$ cat config.mk
export PLATFORM = sky130hd
export DESIGN_NAME = oam_dma_ctrl
export DESIGN_NICKNAME = d
export VERILOG_FILES = /design/src/rtl/oam_dma_ctrl.sv
export SDC_FILE = /design/constraint.sdc
export NUM_CORES = 1
export LEC_CHECK = 0
export BUFFER_PORTS_ARGS = -buffer_cell sky130_fd_sc_hd__buf_2
export CAP_MARGIN = 40
export CORE_AREA = 2 2 77 57
export DETAILED_ROUTE_END_ITERATION = 16
export DIE_AREA = 0 0 79 59
export PLACE_DENSITY = 0.74
export SETUP_SLACK_MARGIN = 0.2
export SLEW_MARGIN = 20
export SYNTH_ARGS = -nofsm -noshare
export SYNTH_HDL_FRONTEND = slang
export SYNTH_SLANG_ARGS = --single-unit
$ cat constraint.sdc
create_clock -name clk -period 1.6 [get_ports clk]
set_input_delay 0.32 -clock clk [delete_from_list [all_inputs] [get_ports clk]]
set_output_delay 0.32 -clock clk [all_outputs]
set_load 0.02 [all_outputs]
$ cat src/rtl/oam_dma_ctrl.sv
// OAM DMA controller: arbitrates a single memory-side bus between the CPU and
// a 256-byte page copy into the OAM data port. A CPU write of a page number to
// DMA_REG stalls the CPU, optionally burns one alignment cycle so every read
// lands on an even (parity-0) cycle, then runs 256 read/write pairs.
module oam_dma_ctrl #(
    parameter logic [15:0] DMA_REG  = 16'h4014,
    parameter logic [15:0] OAM_DATA = 16'h2004
) (
    input  logic        clk,
    input  logic        b_rst,
    input  logic [15:0] cpu_addr_out,
    input  logic [7:0]  cpu_data_out,
    input  logic        ren,
    input  logic        wen,
    input  logic [7:0]  mem_data_in,
    output logic [15:0] bus_addr,
    output logic [7:0]  bus_data,
    output logic        bus_ren,
    output logic        bus_wen,
    output logic        rdy,
    output logic        dma_busy,
    output logic        dma_done
);

    localparam logic [2:0] IDLE  = 3'd0;
    localparam logic [2:0] HALT  = 3'd1;
    localparam logic [2:0] ALIGN = 3'd2;
    localparam logic [2:0] READ  = 3'd3;
    localparam logic [2:0] WRITE = 3'd4;

    logic [2:0] state_q, state_d;
    logic [7:0] count_q, count_d;
    logic [7:0] page_q,  page_d;
    logic [7:0] latch_q, latch_d;
    logic       parity_q, parity_d;
    logic       done_q,  done_d;

    // Next-state logic: trigger detection, alignment choice and byte sequencing.
    always_comb begin
        state_d  = state_q;
        count_d  = count_q;
        page_d   = page_q;
        latch_d  = latch_q;
        parity_d = ~parity_q;
        done_d   = 1'b0;
        case (state_q)
            IDLE: begin
                if (wen && (cpu_addr_out == DMA_REG)) begin
                    page_d  = cpu_data_out;
                    count_d = 8'd0;
                    state_d = HALT;
                end
            end
            HALT:  state_d = parity_q ? READ : ALIGN;
            ALIGN: state_d = READ;
            READ: begin
                latch_d = mem_data_in;
                state_d = WRITE;
            end
            WRITE: begin
                count_d = count_q + 8'd1;
                if (count_q == 8'hFF) begin
                    state_d = IDLE;
                    done_d  = 1'b1;
                end else begin
                    state_d = READ;
                end
            end
            default: state_d = IDLE;
        endcase
    end

    // State registers; reset aborts any transfer in flight at once.
    always_ff @(posedge clk or negedge b_rst) begin
        if (!b_rst) begin
            state_q  <= IDLE;
            count_q  <= 8'd0;
            page_q   <= 8'd0;
            latch_q  <= 8'd0;
            parity_q <= 1'b0;
            done_q   <= 1'b0;
        end else begin
            state_q  <= state_d;
            count_q  <= count_d;
            page_q   <= page_d;
            latch_q  <= latch_d;
            parity_q <= parity_d;
            done_q   <= done_d;
        end
    end

    // Bus mux: CPU passthrough in IDLE, DMA owns the bus in every other state.
    always_comb begin
        bus_addr = cpu_addr_out;
        bus_data = cpu_data_out;
        bus_ren  = ren;
        bus_wen  = wen;
        case (state_q)
            IDLE: ;
            READ: begin
                bus_addr = {page_q, count_q};
                bus_data = 8'h00;
                bus_ren  = 1'b1;
                bus_wen  = 1'b0;
            end
            WRITE: begin
                bus_addr = OAM_DATA;
                bus_data = latch_q;
                bus_ren  = 1'b0;
                bus_wen  = 1'b1;
            end
            default: begin
                bus_addr = {page_q, count_q};
                bus_data = 8'h00;
                bus_ren  = 1'b0;
                bus_wen  = 1'b0;
            end
        endcase
    end

    assign dma_busy = (state_q != IDLE);
    assign rdy      = ~dma_busy;
    assign dma_done = done_q;

endmodule

== After elaboration in Yosys (flattened, before gate mapping) ==
Cells that the tools add are included.
Storage, ports and cells
  word-level logic and storage cells: 34
  output and inout port bits: 29
  register bits after elaboration: 29
Cells by class
  reduce and logical (&&, ||, !) cells: 6
  equal/unequal tests: 7
  muxes and demuxes: 12
  bitwise logic cells: 2
  add/sub/neg operators: 1
Operator list (count)
  case mux 16 bit (2 select lines): 1
  case mux 8 bit (2 select lines): 2
  == test 16 x 15 -> 1 bit (second input constant): 1
  case mux 3 bit (5 select lines): 1
  adder 8 x 1 -> 8 bit (second input constant): 1
  == test 8 bit (second input constant): 1
  2-to-1 mux 8 bit: 1
  == test 3 x 2 -> 1 bit (second input constant): 2
  case mux 1 bit (2 select lines): 2
  AND reduction 2 bit: 2
  == test 3 x 1 -> 1 bit (second input constant): 1
  == test 3 bit (second input constant): 1
  zero test 3 bit: 1
  2-to-1 mux 1 bit: 3
  2-to-1 mux 3 bit: 1
  nonzero test 3 bit: 1
  2-to-1 mux 2 bit: 1
  != test 2 bit (second input constant): 1
  inverter 1 bit: 2
  nonzero test 2 bit: 1
  logical AND 1 bit: 1

== Longest topological paths before layout ==
Gate-level depths: netlist of the first run.
  depth in word-level cells: 4
  mapped depth: 7

== Worst setup path after synthesis of the first run ==
Ideal clock, no wire load.
  path kind: flip-flop to flip-flop
  start point: register state_q[0]
  end point: register page_q[0]
  data arrival time: 1.766 ns
  slack: -0.291 ns
  path buffers: 2
  stages on the path, launching flop included: 8
  setup time: 0.125 ns
  required time: 1.475 ns
  cells stage by stage: dfrtp_1 buf_6 or2_1 buf_6 nor2_8 inv_2 nor3_4 mux2_2
On the way
  word-level cells in the longest chain between the ends: 2
Ends and longest elaborated chain
  from (decl): RTL line 31  | logic [2:0] state_q, state_d;
  from (signal assigned): RTL line 83  | state_q <= state_d;
  zero test 3 bit: RTL line 46  | case (state_q)
  AND reduction 2 bit (no source line)
  to (signal assigned): RTL line 85  | page_q <= page_d;
  to (decl): RTL line 33  | logic [7:0] page_q, page_d;
Every way passes these cells.
A chain may end at the register's enable or synchronous reset.

== Worst setup path after layout of the first run ==
  start point: register state_q[1]
  end point: output bus_addr[3]
On the way
  word-level cells in the longest chain between the ends: 2
  elaborated cells on any way between the ends: 3
  classes of those cells: eq/ne: 1; mux: 1; reduce/logical: 1
Ends and longest elaborated chain
  == test 3 bit or zero test 3 bit (tied branches): RTL line 98  | case (state_q)
  case mux 16 bit (2 select lines) (*): RTL line 98
  to (decl): RTL line 16  | output logic [15:0] bus_addr,
Every way passes the cells marked *; elsewhere a longest branch is shown, timed or not.

==> impl_metrics.prom, run 1 <==
# TYPE chip_impl_metric gauge
chip_impl_info{name="status",value="finished with violations"} 1
chip_impl_info{name="violated_checks",value="setup timing"} 1
chip_impl_metric{name="die_height",unit="um"} 59
chip_impl_metric{name="grt_max_degree",unit=""} 30
chip_impl_metric{name="yosysSeqAreaShare",unit="%"} 43.54
chip_impl_metric{name="io_pins",unit=""} 65
chip_impl_metric{name="setup_violations",unit=""} 37
chip_impl_metric{name="initial_antenna_violation_count",unit=""} 0
chip_impl_metric{name="clock_sinks",unit=""} 29
chip_impl_info{name="cts_root_buf",value="clkbuf_8"} 1
chip_impl_metric{name="crit_path_max_fanout",unit=""} 29
chip_impl_metric{name="synth-seq-cells",unit=""} 29
chip_impl_metric{name="num-nets-final",unit=""} 323
chip_impl_info{name="worstSetupPathType",value="flop to primary output"} 1
chip_impl_metric{name="cell_internal_pwr",unit="mW"} 3.043
chip_impl_metric{name="timing.critical_path.required",unit="ns"} 1.28
chip_impl_metric{name="dpl_cell_area",unit="um2"} 2452
chip_impl_metric{name="num-fill-cells",unit=""} 216
chip_impl_info{name="worstHoldPathType",value="primary input to asynchronous set/reset pin"} 1
chip_impl_metric{name="slew_violations",unit=""} 0
chip_impl_metric{name="placementRows",unit=""} 19
chip_impl_metric{name="clock_insertion_delay_worst_skew",unit="ns"} 0.29
chip_impl_metric{name="layout-drive-gt1-share",unit="%"} 68.99
chip_impl_metric{name="comb_power_share",unit="%"} 70.0
chip_impl_metric{name="drc",unit=""} 0
chip_impl_metric{name="first_global_vias",unit=""} 1744
chip_impl_metric{name="globalRouteMet1Util",unit="%"} 33.60
chip_impl_metric{name="clock-skew-final",unit="ns"} 0.006560
chip_impl_metric{name="r2r.worst_path.cells",unit=""} 7
chip_impl_metric{name="die_width",unit="um"} 79
chip_impl_metric{name="area.growth.synth_to_final",unit="%"} 86.79
chip_impl_metric{name="synth_fp_nets",unit=""} 222
chip_impl_info{name="global_route.peak_usage_layer",value="met2"} 1
chip_impl_metric{name="initial_core_util",unit="%"} 43.27
chip_impl_metric{name="dieArea",unit="um2"} 4661
chip_impl_metric{name="ctsHtreeMaxLevel",unit=""} 2
chip_impl_metric{name="worst_hold_slack",unit="ns"} 0.06091
chip_impl_metric{name="synthCells",unit=""} 185
chip_impl_metric{name="powerDensity",unit="nW/um2"} 1765
chip_impl_metric{name="wire_per_inst",unit="um"} 18.72
chip_impl_metric{name="maxSlewHeadroom",unit="%"} 56.55
chip_impl_metric{name="layout.area.seq",unit="um2"} 728.2
chip_impl_metric{name="leak_pwr",unit="nW"} 1.491
chip_impl_metric{name="grt_util_met3",unit="%"} 4.421
chip_impl_info{name="timing.rr.end",value="page_q[1]$_DFFE_PN0P_"} 1
chip_impl_info{name="tritoncts",value="yes"} 1
chip_impl_metric{name="multi_input_area",unit="um2"} 1359
chip_impl_metric{name="final.setup.worst_slack",unit="ns"} -0.4314
chip_impl_metric{name="cts.hold.buffers_added",unit=""} 0
chip_impl_metric{name="grtUsageMet2",unit="%"} 37.65
chip_impl_metric{name="clock_tree.buffer_depth",unit=""} 2
chip_impl_info{name="unrepaired_setup_endpoints_after_global_routing",value="true"} 1
chip_impl_metric{name="totalPowerFinal",unit="mW"} 5.495
chip_impl_metric{name="fin_crit",unit="ns"} 2.031
chip_impl_metric{name="power.clock.fraction",unit="%"} 10.7
chip_impl_metric{name="vias_per_cell",unit=""} 5.475
chip_impl_metric{name="grt_first_pass_wirelength",unit="um"} 8362
chip_impl_metric{name="achievable-frequency",unit="GHz"} 0.4923
chip_impl_info{name="setup.worst_path.end_class",value="primary output"} 1
chip_impl_metric{name="totalWireLength",unit="um"} 6346
chip_impl_metric{name="ff2ff_setup_slack",unit="ns"} -0.15
chip_impl_metric{name="yosysUniqueCellTypes",unit=""} 32
chip_impl_metric{name="mappedNetlistArea",unit="um2"} 1667
chip_impl_metric{name="via_count",unit=""} 1856
chip_impl_metric{name="worst_setup_hold_path_clk_slew",unit="ns"} 0.06
chip_impl_metric{name="dr.first_iter.drc_count",unit=""} 140
chip_impl_metric{name="peakVddDrop",unit="mV"} 1.705
chip_impl_metric{name="net-switching-power",unit="mW"} 2.453
chip_impl_metric{name="route.antenna.remaining_nets",unit=""} 0
chip_impl_metric{name="finalHoldViolations",unit=""} 0
chip_impl_metric{name="postSynthAreaPerCell",unit="um2"} 9.009
chip_impl_metric{name="max_slew.worst_pin.slew",unit="ns"} 0.6517
chip_impl_info{name="reg2reg_from",value="state_q[1]$_DFFE_PN0P_"} 1
chip_impl_metric{name="arrival",unit="ns"} 1.71
chip_impl_metric{name="io_buffer_count",unit=""} 64
chip_impl_metric{name="pwr-share-seq",unit="%"} 19.3
chip_impl_metric{name="cts_buffers",unit=""} 5
chip_impl_metric{name="timing.setup.tns",unit="ns"} -7.070
chip_impl_metric{name="power_switching_share",unit="%"} 44.63
chip_impl_metric{name="number_of_synthesis_warnings",unit=""} 0
chip_impl_metric{name="stdcell_area",unit="um2"} 3113
chip_impl_metric{name="n_antenna_cell",unit=""} 0
chip_impl_metric{name="core_area",unit="um2"} 3851
chip_impl_metric{name="dp_slack",unit="ns"} -0.2497
chip_impl_metric{name="finalWeightedCongestion",unit=""} 0.7988
chip_impl_metric{name="timing.max_cap.violations",unit=""} 0
chip_impl_metric{name="grt-ovfl-total",unit=""} 0
chip_impl_metric{name="final.period_utilization",unit="%"} 127.0
chip_impl_metric{name="dpl.hpwl",unit="um"} 3464
chip_impl_info{name="crit_path_start_kind",value="flop"} 1
chip_impl_metric{name="dr.pass1.iters",unit=""} 5
chip_impl_metric{name="global_route.usage.total",unit="%"} 23.75
## cell usage in the layout, fill, tap and decap left out, types with 5 or more instances in the layout
cell / count
nand2_1: 29
buf_4: 20
buf_2: 51
o21ai_4: 12
mux2i_2: 5
nor2_1: 5
nand2_2: 15
nor2_4: 10
dfrtp_1: 27
clkbuf_8: 5
buf_6: 24
buf_12: 5
mux2_4: 16
## sequential cells by signal (all words and copies together), names as in the netlist
signal and flops:
count_q 8, dma_done 1, latch_q 8, page_q 8
parity_q 1, state_q 3
## per-layer routing
| layer | vias up | share of wire [%] |
|---|---|---|
| met5 | - | 0 |
| met4 | 0 | 3.5 |
| met3 | 23 | 6.7 |
| met2 | 101 | 47 |
| met1 | 896 | 43 |
| li1 | 836 | - |
## cells in the mapped netlist
| cell type | number | area (um2) |
|---|---|---|
| nor3_4 | 1 | 16.27 |
| nor2b_1 | 2 | 12.51 |
| mux2_2 | 16 | 180.2 |
| o22ai_1 | 2 | 12.51 |
| ha_1 | 1 | 12.51 |
| or3b_1 | 1 | 8.760 |
| nor3_1 | 3 | 15.01 |
| inv_1 | 2 | 7.510 |
| a31oi_1 | 1 | 6.260 |
| or2_2 | 1 | 6.260 |
| buf_6 | 3 | 33.78 |
| nand2_1 | 44 | 165.2 |
| xor2_1 | 2 | 17.52 |
| or2_1 | 1 | 6.260 |
| or4_1 | 2 | 15.01 |
| inv_2 | 1 | 3.750 |
| o21bai_1 | 2 | 15.01 |
| nand4b_1 | 2 | 17.52 |
| nor2_8 | 1 | 20.02 |
| clkinv_1 | 1 | 3.750 |
| mux2i_1 | 8 | 80.08 |
| o21ai_0 | 21 | 105.1 |
| or3_1 | 1 | 6.260 |
| nor3b_1 | 1 | 7.510 |
| nor4_1 | 2 | 12.51 |
| nor2_1 | 17 | 63.81 |
| o211ai_1 | 1 | 7.510 |
| nand3_1 | 6 | 30.03 |
| clkbuf_1 | 7 | 26.28 |
| dfrtp_1 | 29 | 725.7 |
| nor4b_1 | 1 | 8.760 |
| xnor2_1 | 2 | 17.52 |
## cells by family after synthesis
family          count (synthesis)  share of synthesized area, %
compound gates                 27                         8.784
xor+xnor                        4                         2.102
fa+ha+maj                       1                        0.7506
buf+inv                        14                         4.504
flops                          29                         43.54
mux                            24                         15.62
simple gates                   86                         24.70
## area by class of cell
type / instances / share of cell area (%)
multi-input cells: 142 / 43.65
repair buffers: 104 / 27.49
flip-flops and latches: 29 / 23.39
clock buffers: 8 / 2.572
well taps: 52 / 2.090
inverters: 4 / 0.8039
## worst max-delay path, stage by stage (launching register included)
cell	delay [ns]
dfrtp_1	0.39
or2_4	0.30
buf_12	0.19
o21ai_0	0.28
buf_2	0.24
## power groups by stage
stage	sequential (mW)	combinational [mW]	clock (mW)
2_1_floorplan	1.01	1.93	0
3_3_place_gp	1.01	2.71	0
3_5_place_dp	1.01	2.74	0
4_1_cts	1.02	3.17	0.567
5_1_grt	1.08	4.06	0.624
6_report	1.06	3.85	0.588
## what timing repair did
| item | in CTS | in global routing |
|---|---|---|
| gates cloned | 0 | 2 |
| gates resized for setup | 57 | 58 |
| pin swaps | 16 | 8 |
| buffers inserted | 8 | 5 |
| endpoints found under the setup margin | 43 | 55 |
## stage by stage
step	utilization [%]	instances
after floorplan	-	185
after global placement	63.68	316
after detailed placement	63.68	316
after CTS	73.03	332
after global routing	80.83	339
final	80.83	339
## worst max-delay path by stage
| stage | start | slack (ns) | depth (start not counted) | end |
|---|---|---|---|---|
| 2_1_floorplan | state_q[0]$_DFFE_PN0P_ | -0.20 | 7 | page_q[0]$_DFFE_PN0P_ |
| 3_3_place_gp | cpu_addr_out[6] | -0.19 | 6 | page_q[3]$_DFFE_PN0P_ |
| 3_5_place_dp | cpu_addr_out[6] | -0.25 | 6 | page_q[3]$_DFFE_PN0P_ |
| 4_1_cts | state_q[1]$_DFFE_PN0P_ | -0.22 | 5 | bus_addr[6] |
| 5_1_grt | state_q[1]$_DFFE_PN0P_ | -0.44 | 4 | bus_addr[3] |
| 6_report | state_q[1]$_DFFE_PN0P_ | -0.43 | 4 | bus_addr[3] |
Note: power is estimated with default switching activity, not from simulation.
==> inputs of run 2 (changes only) <==
--- a/config.mk
+++ b/config.mk
@@ -7,10 +7,10 @@
 export LEC_CHECK = 0
 export BUFFER_PORTS_ARGS = -buffer_cell sky130_fd_sc_hd__buf_2
 export CAP_MARGIN = 40
-export CORE_AREA = 2 2 77 57
+export CORE_AREA = 2 2 71 53
 export DETAILED_ROUTE_END_ITERATION = 16
-export DIE_AREA = 0 0 79 59
-export PLACE_DENSITY = 0.74
+export DIE_AREA = 0 0 73 55
+export PLACE_DENSITY = 0.82
 export SETUP_SLACK_MARGIN = 0.2
 export SLEW_MARGIN = 20
 export SYNTH_ARGS = -nofsm -noshare
==> constraint.sdc (replaced) <==
create_clock -name clk -period 2.4 [get_ports clk]
set_input_delay 0.48 -clock clk [delete_from_list [all_inputs] [get_ports clk]]
set_output_delay 0.48 -clock clk [all_outputs]
set_load 0.02 [all_outputs]
==> run 2 against run 1 <==
The flow now finishes without violations. Flip-flop and latch count stayed put. Register-to-register slack better by 0.55 ns. Clock-buffer cell count is 1 lower. Combinational power is 66% lower. Final cell count is 13% lower. Cell area is 30% lower. Non-clock buffer count is 32 lower. Largest power group unchanged.
==> impl_metrics.prom, run 2 (synthesis gave the netlist of run 1 again) <==
# TYPE chip_impl_metric gauge
chip_impl_metric{name="cts.hold.buffers_added",unit=""} 0
chip_impl_metric{name="dr.pass1.iters",unit=""} 4
chip_impl_info{name="worstPathCellList",value="or2_1, buf_4, o21ai_0, buf_2"} 1
chip_impl_metric{name="initial_core_util",unit="%"} 49.66
chip_impl_metric{name="dieArea",unit="um2"} 4015
chip_impl_metric{name="setup_violations",unit=""} 0
chip_impl_metric{name="initial_antenna_violation_count",unit=""} 0
chip_impl_metric{name="grt_first_pass_wirelength",unit="um"} 6844
chip_impl_metric{name="dr.first_iter.drc_count",unit=""} 82
chip_impl_metric{name="area.growth.synth_to_final",unit="%"} 30.18
chip_impl_info{name="worstSetupPathType",value="flop to primary output"} 1
chip_impl_metric{name="layout-drive-gt1-share",unit="%"} 39.22
chip_impl_metric{name="fin_crit",unit="ns"} 2.089
chip_impl_metric{name="clock_sinks",unit=""} 29
chip_impl_metric{name="achievable-frequency",unit="GHz"} 0.4788
chip_impl_metric{name="n_antenna_cell",unit=""} 0
chip_impl_metric{name="multi_input_area",unit="um2"} 865.8
chip_impl_metric{name="io_pins",unit=""} 65
chip_impl_info{name="layout.cells.most_common_list",value="buf_2 (64), nand2_1 (44), dfrtp_1 (29)"} 1
chip_impl_metric{name="crit_path_max_incr_delay",unit="ns"} 0.45
chip_impl_metric{name="finalHoldViolations",unit=""} 0
chip_impl_info{name="crit_path_start_kind",value="flop"} 1
chip_impl_info{name="tritoncts",value="yes"} 1
chip_impl_metric{name="wire_per_inst",unit="um"} 15.00
chip_impl_metric{name="peakVddDrop",unit="mV"} 0.5569
chip_impl_metric{name="ff2ff_setup_slack",unit="ns"} 0.40
chip_impl_metric{name="maxSlewHeadroom",unit="%"} 56.25
chip_impl_metric{name="post_layout_nonfiller_instances",unit=""} 295
chip_impl_metric{name="first_global_vias",unit=""} 1426
chip_impl_metric{name="max_slew.worst_pin.slew",unit="ns"} 0.6563
chip_impl_metric{name="clock-skew-final",unit="ns"} 0.007830
chip_impl_metric{name="placementRows",unit=""} 18
chip_impl_info{name="unrepaired_setup_endpoints_after_global_routing",value="false"} 1
chip_impl_metric{name="timing.setup.tns",unit="ns"} 0
chip_impl_metric{name="global_route.usage.total",unit="%"} 23.54
chip_impl_metric{name="drc",unit=""} 0
chip_impl_metric{name="worst_setup_hold_path_clk_slew",unit="ns"} 0.07
chip_impl_metric{name="leak_pwr",unit="nW"} 1.098
chip_impl_info{name="timing.rr.end",value="page_q[7]$_DFFE_PN0P_"} 1
chip_impl_metric{name="num-fill-cells",unit=""} 279
chip_impl_metric{name="r2r.worst_path.cells",unit=""} 6
chip_impl_metric{name="clock_insertion_delay_worst_skew",unit="ns"} 0.29
chip_impl_info{name="largest_registers",value="count_q x8, latch_q x8, page_q x8"} 1
chip_impl_info{name="worstHoldPathType",value="primary input to asynchronous set/reset pin"} 1
chip_impl_info{name="setup.worst_path.end_class",value="primary output"} 1
chip_impl_metric{name="finalWeightedCongestion",unit=""} 0.8498
chip_impl_info{name="cts_root_buf",value="clkbuf_8"} 1
chip_impl_metric{name="dpl.hpwl",unit="um"} 3181
chip_impl_metric{name="ctsHtreeMaxLevel",unit=""} 2
chip_impl_metric{name="timing.max_cap.violations",unit=""} 0
chip_impl_info{name="layout_commonest_cell",value="buf_2"} 1
chip_impl_metric{name="powerDensity",unit="nW/um2"} 1181
chip_impl_metric{name="slew_violations",unit=""} 0
chip_impl_metric{name="core_area",unit="um2"} 3356
chip_impl_metric{name="crit_path_max_fanout",unit=""} 29
chip_impl_info{name="reg2reg_from",value="state_q[0]$_DFFE_PN0P_"} 1
chip_impl_metric{name="grt_max_degree",unit=""} 30
chip_impl_metric{name="num-nets-final",unit=""} 291
chip_impl_metric{name="vias_per_cell",unit=""} 5.400
chip_impl_metric{name="route.antenna.remaining_nets",unit=""} 0
chip_impl_metric{name="clock_tree.buffer_depth",unit=""} 2
chip_impl_info{name="worst_path_max_delay_cell",value="dfrtp_1"} 1
chip_impl_metric{name="io_buffer_count",unit=""} 64
chip_impl_metric{name="totalWireLength",unit="um"} 4424
chip_impl_metric{name="grt-ovfl-total",unit=""} 0
chip_impl_metric{name="arrival",unit="ns"} 1.61
chip_impl_metric{name="via_count",unit=""} 1593
chip_impl_metric{name="placed_cells",unit=""} 285
chip_impl_info{name="status",value="finished clean"} 1
chip_impl_metric{name="cts_buffers",unit=""} 5
chip_impl_metric{name="layout.area.seq",unit="um2"} 725.7
chip_impl_metric{name="timing.critical_path.required",unit="ns"} 1.92
chip_impl_metric{name="die_width",unit="um"} 73
chip_impl_metric{name="final.period_utilization",unit="%"} 87.03
chip_impl_metric{name="die_height",unit="um"} 55
## run 2: cell count changes in the layout (fill, tap and decap cells not counted), sizes merged
cell	delta
clkbuf	-3
bufinv	+1
buf	-30
clkinvlp	+1
inv	-1
## run 2: what timing repair did
| action | in CTS | in global routing |
|---|---|---|
| setup endpoints to repair | 0 | 2 |
| setup buffers | 0 | 2 |
| resized for setup | 0 | 1 |
## run 2: worst max-delay path by stage
stage / from / to / slack, ns / cells past startpoint
final: state_q[0]$_DFFE_PN0P_ / bus_addr[5] / 0.31 / 4
after global placement: cpu_addr_out[9] / page_q[4]$_DFFE_PN0P_ / 0.24 / 5
after floorplan: state_q[0]$_DFFE_PN0P_ / bus_addr[0] / 0.42 / 5
after global routing: state_q[0]$_DFFE_PN0P_ / bus_addr[6] / 0.21 / 4
after CTS: state_q[2]$_DFFE_PN0P_ / bus_ren / 0.20 / 5
after detailed placement: cpu_addr_out[12] / page_q[3]$_DFFE_PN0P_ / 0.09 / 5
## run 2: area by class of cell
class / count / share of cell area [%]
tap: 40 / 2.307
sequential: 29 / 33.45
inverter: 4 / 0.8651
clock buffer: 7 / 3.979
multi-input combinational: 142 / 39.91
clock inverter: 1 / 1.384
timing repair buffer: 72 / 18.11
## run 2: critical path, delay by kind of cell (launching register included)
family	cells	cell delay (ns)
flip-flops	1	0.45
buffers and inverters	2	0.41
AO/OA/AOI/OAI	1	0.20
AND/OR/NAND/NOR	1	0.25
## run 2: per-layer routing
metal	track usage (%)	routed length [um]
met1	31.31	1921
met3	6.884	389
met4	7.716	52
met2	37.39	2061
met5	0	0
## run 2: metrics by stage
step / utilization [%] / area (um2) / total power, mW / hold WS, ns / worst slack [ns]
finish: 64.65 / 2170 / 2.563 / 0.2167 / 0.3114
global route: 64.65 / 2170 / 2.711 / 0.2649 / 0.2079
CTS: 63.72 / 2138 / 2.518 / 0.2335 / 0.2040
detailed placement: 60.25 / 2022 / 1.986 / 0.4356 / 0.08826
global placement: 60.25 / 2022 / 1.964 / 0.4106 / 0.2387
floorplan: - / 1667 / 1.621 / 0.1844 / 0.4153
## run 2: power by group
group | internal [mW] | switching [mW] | total, mW | leakage (nW)
combinational | 0.502 | 0.820 | 1.32 | 0.664
sequential | 0.606 | 0.108 | 0.714 | 0.375
clock | 0.338 | 0.188 | 0.526 | 0.0585
total | 1.45 | 1.12 | 2.56 | 1.10
